File: config.mk
export PLATFORM = sky130hd
export DESIGN_NAME = kf8259_acknowledge_master_flat
export DESIGN_NICKNAME = d
export VERILOG_FILES = /design/src/rtl/kf8259_acknowledge_master_pkg.sv /design/src/rtl/kf8259_acknowledge_master_if.sv /design/src/rtl/kf8259_ack_phase_timer.sv /design/src/rtl/kf8259_acknowledge_master.sv /design/src/flat_wrapper.sv
export SDC_FILE = /design/constraint.sdc
export NUM_CORES = 1
export LEC_CHECK = 0
export BUFFER_PORTS_ARGS = -buffer_cell sky130_fd_sc_hd__buf_2
export CAP_MARGIN = 20
export CORE_UTILIZATION = 39
export CTS_CLUSTER_DIAMETER = 200
export CTS_CLUSTER_SIZE = 12
export DETAILED_ROUTE_END_ITERATION = 10
export GPL_ROUTABILITY_DRIVEN = 0
export PLACE_DENSITY = 0.66
export SLEW_MARGIN = 15
export SYNTH_ARGS = -nofsm -noshare
export SYNTH_HDL_FRONTEND = slang
export SYNTH_SLANG_ARGS = --single-unit
File: constraint.sdc
create_clock -name clock -period 3 [get_ports clock]
set_clock_uncertainty 0.05 [all_clocks]
set_input_delay 0.6 -clock clock [delete_from_list [all_inputs] [get_ports clock]]
set_output_delay 0.6 -clock clock [all_outputs]
set_load 0.03 [all_outputs]
File: src/rtl/kf8259_acknowledge_master_pkg.sv
// ---------------------------------------------------------------------------
// kf8259_acknowledge_master_pkg
// Shared types and constants for the KF8259 CPU-side interrupt acknowledge
// master.
//   ack_state_t              : acknowledge sequencer states
//   ACK_PHASE_COUNTER_WIDTH  : width of the PULSE/GAP phase down-counter
//   ACK_TIMEOUT_COUNTER_WIDTH: width of the optional HOLD timeout counter
// ---------------------------------------------------------------------------
package kf8259_acknowledge_master_pkg;

    localparam int ACK_PHASE_COUNTER_WIDTH   = 4;
    localparam int ACK_TIMEOUT_COUNTER_WIDTH = 16;

    typedef enum logic [2:0] {
        IDLE   = 3'd0,
        PULSE1 = 3'd1,
        GAP    = 3'd2,
        PULSE2 = 3'd3,
        HOLD   = 3'd4
    } ack_state_t;

endpackage

File: src/rtl/kf8259_acknowledge_master_if.sv
// ---------------------------------------------------------------------------
// kf8259_acknowledge_master_if
// Bundles the 8259-facing and CPU-facing signals of the acknowledge master.
//   modport master : the acknowledge master itself
//   modport slave  : the environment (8259 + CPU core)
// Signals:
//   interrupt_request       INT from the 8259 (level)
//   cpu_interrupt_enable    CPU IF flag
//   cpu_ready               CPU at an instruction boundary
//   data_bus_in[7:0]        data bus as driven by the 8259
//   interrupt_acknowledge_n INTA# to the 8259, active-low
//   bus_lock                LOCK across the whole acknowledge sequence
//   vector[7:0]             captured vector
//   vector_valid            vector available to the CPU
//   vector_ready            CPU consumes the vector
//   busy                    sequencer not idle
//   ack_timeout             sticky HOLD timeout flag
// ---------------------------------------------------------------------------
interface kf8259_acknowledge_master_if;

    logic       interrupt_request;
    logic       cpu_interrupt_enable;
    logic       cpu_ready;
    logic [7:0] data_bus_in;
    logic       interrupt_acknowledge_n;
    logic       bus_lock;
    logic [7:0] vector;
    logic       vector_valid;
    logic       vector_ready;
    logic       busy;
    logic       ack_timeout;

    modport master (
        input  interrupt_request,
        input  cpu_interrupt_enable,
        input  cpu_ready,
        input  data_bus_in,
        input  vector_ready,
        output interrupt_acknowledge_n,
        output bus_lock,
        output vector,
        output vector_valid,
        output busy,
        output ack_timeout
    );

    modport slave (
        output interrupt_request,
        output cpu_interrupt_enable,
        output cpu_ready,
        output data_bus_in,
        output vector_ready,
        input  interrupt_acknowledge_n,
        input  bus_lock,
        input  vector,
        input  vector_valid,
        input  busy,
        input  ack_timeout
    );

endinterface

File: src/rtl/kf8259_ack_phase_timer.sv
// ---------------------------------------------------------------------------
// kf8259_ack_phase_timer
// Loadable down-counter that saturates at zero.
//   clock      : system clock
//   reset_n    : asynchronous active-low reset (counter clears to 0)
//   load       : load strobe, takes priority over counting
//   load_value : value loaded on a load strobe
//   done       : counter is at zero
// A phase lasting N cycles is timed by loading N-1 on entry and leaving on
// the edge where done is seen.
// ---------------------------------------------------------------------------
module kf8259_ack_phase_timer #(
    parameter int WIDTH = 4
) (
    input  logic             clock,
    input  logic             reset_n,
    input  logic             load,
    input  logic [WIDTH-1:0] load_value,
    output logic             done
);

    logic [WIDTH-1:0] count_reg;

    always_ff @(posedge clock or negedge reset_n) begin
        if (!reset_n) begin
            count_reg <= '0;
        end else if (load) begin
            count_reg <= load_value;
        end else if (count_reg != '0) begin
            count_reg <= count_reg - WIDTH'(1);
        end
    end

    assign done = (count_reg == '0);

endmodule

File: src/rtl/kf8259_acknowledge_master.sv
// ---------------------------------------------------------------------------
// kf8259_acknowledge_master
// CPU-side interrupt acknowledge initiator for the KF8259. When INT is
// asserted and the CPU can take an interrupt, it drives the two-pulse INTA#
// sequence under bus lock, captures the vector byte on the closing edge of
// the second pulse, and offers it to the CPU through vector_valid /
// vector_ready.
// Parameters:
//   PULSE_WIDTH    (1..15)    cycles INTA# is low per pulse
//   GAP_WIDTH      (1..15)    cycles INTA# is high between pulses
//   TIMEOUT_CYCLES (1..65535) HOLD timeout, only with the macro below
// Ports:
//   clock, reset_n (asynchronous, active-low)
//   bus : kf8259_acknowledge_master_if.master (handshake / bus signals)
// Optional feature: define KF8259_ACK_TIMEOUT_EN to abandon HOLD after
// TIMEOUT_CYCLES edges without vector_ready and set the sticky ack_timeout.
// Without it HOLD waits indefinitely and ack_timeout is tied low.
// ---------------------------------------------------------------------------
module kf8259_acknowledge_master
    import kf8259_acknowledge_master_pkg::*;
#(
    parameter int PULSE_WIDTH    = 2,
    parameter int GAP_WIDTH      = 2,
    parameter int TIMEOUT_CYCLES = 1024
) (
    input logic                          clock,
    input logic                          reset_n,
    kf8259_acknowledge_master_if.master  bus
);

    localparam logic [ACK_PHASE_COUNTER_WIDTH-1:0] PULSE_LOAD =
        ACK_PHASE_COUNTER_WIDTH'(PULSE_WIDTH - 1);
    localparam logic [ACK_PHASE_COUNTER_WIDTH-1:0] GAP_LOAD =
        ACK_PHASE_COUNTER_WIDTH'(GAP_WIDTH - 1);

    ack_state_t state_reg, state_next;

    logic                               phase_load;
    logic [ACK_PHASE_COUNTER_WIDTH-1:0] phase_load_value;
    logic                               phase_done;
    logic                               capture;
    logic                               timeout_expired;

    logic       inta_n_reg,       inta_n_next;
    logic       bus_lock_reg,     bus_lock_next;
    logic       vector_valid_reg, vector_valid_next;
    logic       busy_reg,         busy_next;
    logic [7:0] vector_reg,       vector_next;

    kf8259_ack_phase_timer #(
        .WIDTH (ACK_PHASE_COUNTER_WIDTH)
    ) u_phase_timer (
        .clock      (clock),
        .reset_n    (reset_n),
        .load       (phase_load),
        .load_value (phase_load_value),
        .done       (phase_done)
    );

    // -----------------------------------------------------------------------
    // State register (outputs are registered alongside, decoded from the
    // next state so they line up with the state they describe)
    // -----------------------------------------------------------------------
    always_ff @(posedge clock or negedge reset_n) begin
        if (!reset_n) begin
            state_reg        <= IDLE;
            inta_n_reg       <= 1'b1;
            bus_lock_reg     <= 1'b0;
            vector_valid_reg <= 1'b0;
            busy_reg         <= 1'b0;
            vector_reg       <= 8'h00;
        end else begin
            state_reg        <= state_next;
            inta_n_reg       <= inta_n_next;
            bus_lock_reg     <= bus_lock_next;
            vector_valid_reg <= vector_valid_next;
            busy_reg         <= busy_next;
            vector_reg       <= vector_next;
        end
    end

    // -----------------------------------------------------------------------
    // Next-state logic. Once PULSE1 is entered the sequence runs to the end
    // regardless of the request terms; the 8259 then returns its spurious
    // vector, which is passed through untouched.
    // -----------------------------------------------------------------------
    always_comb begin
        state_next       = state_reg;
        phase_load       = 1'b0;
        phase_load_value = PULSE_LOAD;
        capture          = 1'b0;
        case (state_reg)
            IDLE: begin
                if (bus.interrupt_request && bus.cpu_interrupt_enable && bus.cpu_ready) begin
                    state_next       = PULSE1;
                    phase_load       = 1'b1;
                    phase_load_value = PULSE_LOAD;
                end
            end
            PULSE1: begin
                if (phase_done) begin
                    state_next       = GAP;
                    phase_load       = 1'b1;
                    phase_load_value = GAP_LOAD;
                end
            end
            GAP: begin
                if (phase_done) begin
                    state_next       = PULSE2;
                    phase_load       = 1'b1;
                    phase_load_value = PULSE_LOAD;
                end
            end
            PULSE2: begin
                if (phase_done) begin
                    state_next = HOLD;
                    capture    = 1'b1;
                end
            end
            HOLD: begin
                // A consume on the same edge as expiry wins over the timeout.
                if (bus.vector_ready || timeout_expired) begin
                    state_next = IDLE;
                end
            end
            default: state_next = IDLE;
        endcase
    end

    // -----------------------------------------------------------------------
    // Output decode
    // -----------------------------------------------------------------------
    always_comb begin
        inta_n_next       = !((state_next == PULSE1) || (state_next == PULSE2));
        bus_lock_next     = (state_next == PULSE1) || (state_next == GAP) ||
                            (state_next == PULSE2);
        vector_valid_next = (state_next == HOLD);
        busy_next         = (state_next != IDLE);
        // The vector survives HOLD exit until the next capture.
        vector_next       = capture ? bus.data_bus_in : vector_reg;
    end

    assign bus.interrupt_acknowledge_n = inta_n_reg;
    assign bus.bus_lock                = bus_lock_reg;
    assign bus.vector_valid            = vector_valid_reg;
    assign bus.busy                    = busy_reg;
    assign bus.vector                  = vector_reg;

`ifdef KF8259_ACK_TIMEOUT_EN
    localparam logic [ACK_TIMEOUT_COUNTER_WIDTH-1:0] TIMEOUT_LOAD =
        ACK_TIMEOUT_COUNTER_WIDTH'(TIMEOUT_CYCLES - 1);

    logic timeout_done;
    logic ack_timeout_reg, ack_timeout_next;

    // Loaded on HOLD entry; reaches zero on the TIMEOUT_CYCLES-th HOLD edge.
    kf8259_ack_phase_timer #(
        .WIDTH (ACK_TIMEOUT_COUNTER_WIDTH)
    ) u_timeout_timer (
        .clock      (clock),
        .reset_n    (reset_n),
        .load       (capture),
        .load_value (TIMEOUT_LOAD),
        .done       (timeout_done)
    );

    assign timeout_expired = timeout_done;

    always_comb begin
        ack_timeout_next = ack_timeout_reg ||
                           ((state_reg == HOLD) && !bus.vector_ready && timeout_done);
    end

    always_ff @(posedge clock or negedge reset_n) begin
        if (!reset_n) begin
            ack_timeout_reg <= 1'b0;
        end else begin
            ack_timeout_reg <= ack_timeout_next;
        end
    end

    assign bus.ack_timeout = ack_timeout_reg;
`else
    assign timeout_expired = 1'b0;
    assign bus.ack_timeout = 1'b0;
`endif

endmodule

File: src/flat_wrapper.sv
// flat-port wrapper written by rule: the top's interface ports become plain ports
module kf8259_acknowledge_master_flat import kf8259_acknowledge_master_pkg::*;
#(
    parameter int PULSE_WIDTH    = 2,
    parameter int GAP_WIDTH      = 2,
    parameter int TIMEOUT_CYCLES = 1024
)
  (clock, reset_n, bus_interrupt_request, bus_cpu_interrupt_enable, bus_cpu_ready, bus_data_bus_in, bus_vector_ready, bus_interrupt_acknowledge_n, bus_bus_lock, bus_vector, bus_vector_valid, bus_busy, bus_ack_timeout);
  kf8259_acknowledge_master_if bus_i ();
  input logic clock;
  input logic reset_n;
  input wire logic [$bits(bus_i.interrupt_request)-1:0] bus_interrupt_request;
  input wire logic [$bits(bus_i.cpu_interrupt_enable)-1:0] bus_cpu_interrupt_enable;
  input wire logic [$bits(bus_i.cpu_ready)-1:0] bus_cpu_ready;
  input wire logic [$bits(bus_i.data_bus_in)-1:0] bus_data_bus_in;
  input wire logic [$bits(bus_i.vector_ready)-1:0] bus_vector_ready;
  output wire logic [$bits(bus_i.interrupt_acknowledge_n)-1:0] bus_interrupt_acknowledge_n;
  output wire logic [$bits(bus_i.bus_lock)-1:0] bus_bus_lock;
  output wire logic [$bits(bus_i.vector)-1:0] bus_vector;
  output wire logic [$bits(bus_i.vector_valid)-1:0] bus_vector_valid;
  output wire logic [$bits(bus_i.busy)-1:0] bus_busy;
  output wire logic [$bits(bus_i.ack_timeout)-1:0] bus_ack_timeout;
  assign bus_i.interrupt_request = bus_interrupt_request;
  assign bus_i.cpu_interrupt_enable = bus_cpu_interrupt_enable;
  assign bus_i.cpu_ready = bus_cpu_ready;
  assign bus_i.data_bus_in = bus_data_bus_in;
  assign bus_i.vector_ready = bus_vector_ready;
  assign bus_interrupt_acknowledge_n = bus_i.interrupt_acknowledge_n;
  assign bus_bus_lock = bus_i.bus_lock;
  assign bus_vector = bus_i.vector;
  assign bus_vector_valid = bus_i.vector_valid;
  assign bus_busy = bus_i.busy;
  assign bus_ack_timeout = bus_i.ack_timeout;
  kf8259_acknowledge_master #(.PULSE_WIDTH(PULSE_WIDTH), .GAP_WIDTH(GAP_WIDTH), .TIMEOUT_CYCLES(TIMEOUT_CYCLES)) u_core (.clock(clock), .reset_n(reset_n), .bus(bus_i));
endmodule
==> impl_results.md <==
- Crit Path Max Fanout: 10
- Seq pwr share: 41.1%
- Max reg flops: 8
- Post-synthesis register bit count: 19
- CTS tree: done
- Worst Setup Start Kind: flop
- Reg2reg start: u_core.u_phase_timer.count_reg[0]
- Syn nets: 84
- Ys async rst share: 100%
- Die H: 48.5 um
- Clock latency on the worst-skew pair: 280 ps
- Top-count cell post-synth: dfrtp_1
- Ant. Diodes: 0
- CTS Buf Count: 3
- Synth Cell Area: 845 um2
- Drt total wl: 1410 um
- Post-CTS Hold Buffers: 0
- Via count: 573
- Area growth from synthesis to layout: 20.6%
- Highest routed layer: met4
- Die Area: 2360 um2
- FF/Latch Area: 477 um2
- Tcrit/Tclk final: 70.3%
- Part of the power in the clock network: 10.8%
- Placed cell area: 992 um2
- CP Data Required Time: 3130 ps
- Max Fclk: 474 MHz
- Cells after DPL: 119
- Filler Cells Inserted: 198
- IO Pins: 27
- Synth Instances: 69
- Reg clk slew, reported paths: 100 ps
- CP max-delay cell: or3b_4
- Crit path from: u_core.u_phase_timer.count_reg[0]
- Critical path, cell by cell: inv_1 > ha_1 > or3b_4 > nor3_4 > mux2_2
- Setup bufs post-CTS: 0
- Met2 Routed Length: 652 um
- Main flop type after synthesis: dfrtp_1
- Yosys cell types: 29
- Number of synthesized flops with an enable pin: 0
- Crit path capture type: flop
- Worst hold path type: primary input to asynchronous set/reset pin
- Overall power: 1.13 mW
- Row count: 16
- Max cap viols: 0
- Nets: 112
- Avg WL per Cell: 11.4 um
- Lkg Pwr: 0.476 nW
- Wire length on met1: 667 um
- Max VDD drop: 536 uV
- Setup TNS: 0 ps
- NetSw: 0.475 mW
- Detail Route Antenna Nets: 0
- RSZ-0062 raised after global routing: false
- Slew Viols, Final: 0
- WL met3: 81 um
- Die W: 48.5 um
- H-tree Lvls: 1
- DR pass1 iterations: 3
- Initial antenna violation count: 0
- Yosys warnings: 0
- Root buf cell: clkbuf_4
- Fin area: 1020 um2
- Largest net degree at the start of global routing: 20
- Worst path max stage delay: 440 ps
- DRC viols: 0
- Core area: 2000 um2
- Crit path buffers/inverters: 1
- Status: finished, final reports clean
- Via density: 4.66
- First-pass GRT wire length: 2480 um
- Area of the multi-input gates: 349 um2
- Bufs on Longest Clock Path: 2
- Delay-heaviest family, CP: simple AND/OR/NAND/NOR gates
- Share of cells above drive strength 1: 41.7%
- Final setup vio count: 0
- Clock Sinks: 19
- Avg Cell Area, Syn: 12.2 um2
- Non-Filler Instances: 123
- Total grt overflow: 0
- Starting Density: 42.2%
- PD cells: 1110 nW/um2
- Synth top area share: 53.3%
- Seq/Total Area, Yosys: 56.4%
- Largest cells by area after synthesis: dfrtp_1 (53%), mux2_2 (11%), dfstp_2 (3.1%)
- Critical Path AT: 2240 ps
- # port buffers: 25
- CP Class: flop to flop
- Fin. Hold Viols: 0
- Hold WS: 177 ps
- Internal power: 0.657 mW
- HPWL after DPL: 1050 um
- Commonest cells in the netlist: dfrtp_1 (18), mux2_2 (8), nor2_1 (5)
- All-Layer GR Usage: 13.8%
- DRT iter0 DRCs: 4
- Switching Fraction: 42.0%
- Post-CTS Resized: 0
- Logic gate share of total power: 48.1%
- Largest area contributor in the netlist: dfrtp_1
- Period minus WS final: 2110 ps
- Vias in the first global route: 601
placed cells by master (no fill, tap or decap), types with 2 or more instances in the layout:
master,n
nor2_1,5
xnor2_1,2
nand2_1,2
a21oi_1,2
nor2b_1,2
nand2b_1,4
mux2_2,8
dfrtp_1,18
clkbuf_4,3
inv_1,2
o21ai_0,2
o211ai_1,2
buf_2,25
mux2i_1,2
nand3b_1,2
final timing paths:
| check | end | slack (ps) | cells past startpoint |
|---|---|---|---|
| min in group clock | u_core.bus.vector[2] | 460 | 1 |
| hold reg to reg | u_core.bus.vector[2] | 460 | 1 |
| setup / recovery | u_core.bus.vector[6] | 890 | 5 |
| max in group asynchronous | u_core.bus.interrupt_acknowledge_n | 2400 | 1 |
| hold / removal | u_core.bus.bus_lock | 180 | 1 |
| setup reg to reg | u_core.bus.vector[6] | 890 | 5 |
final cells by class:
| cell class | instances | share of cell area, % |
|---|---|---|
| Inverter | 2 | 0.737 |
| Sequential cell | 19 | 46.8 |
| Timing Repair Buffer | 25 | 12.3 |
| Multi-Input combinational cell | 46 | 34.3 |
| Clock buffer | 4 | 2.58 |
| Tap cell | 27 | 3.32 |
routing by layer:
| layer | vias to the layer above | global-route usage, % |
|---|---|---|
| met5 | - | 0 |
| met4 | 0 | 5.88 |
| met3 | 2 | 4.09 |
| met2 | 18 | 23.2 |
| met1 | 263 | 16.4 |
| li1 | 290 | - |
worst reg2reg max path, stage by stage, from the launching register on:
cell     delay, ps
dfrtp_1        410
inv_1           90
ha_1           250
or3b_4         440
nor3_4         390
mux2_2         380
logic make-up after synthesis:
logic type	count (synthesis)	share of synthesized area, %
xor+xnor	2	2.07
simple gates	24	18.4
fa+ha+maj	1	1.48
flops	19	56.4
mux	10	13.0
buf+inv	4	2.22
other cells	1	0.444
compound gates	8	5.93
power groups by stage:
| stage | clock network [mW] | logic [mW] | registers, mW |
|---|---|---|---|
| 6_report | 0.123 | 0.544 | 0.465 |
| 4_1_cts | 0.132 | 0.551 | 0.465 |
| 3_5_place_dp | 0 | 0.550 | 0.468 |
| 2_1_floorplan | 0 | 0.266 | 0.612 |
| 3_3_place_gp | 0 | 0.537 | 0.467 |
| 5_1_grt | 0.141 | 0.589 | 0.484 |
per-stage QoR:
step	utilization [%]	setup slack, ps
finish	50.9	890
global route	50.9	787
detailed placement	49.6	880
global placement	49.6	947
CTS	50.9	869
floorplan	-	1070
Note: power is estimated with default switching activity, not from simulation.
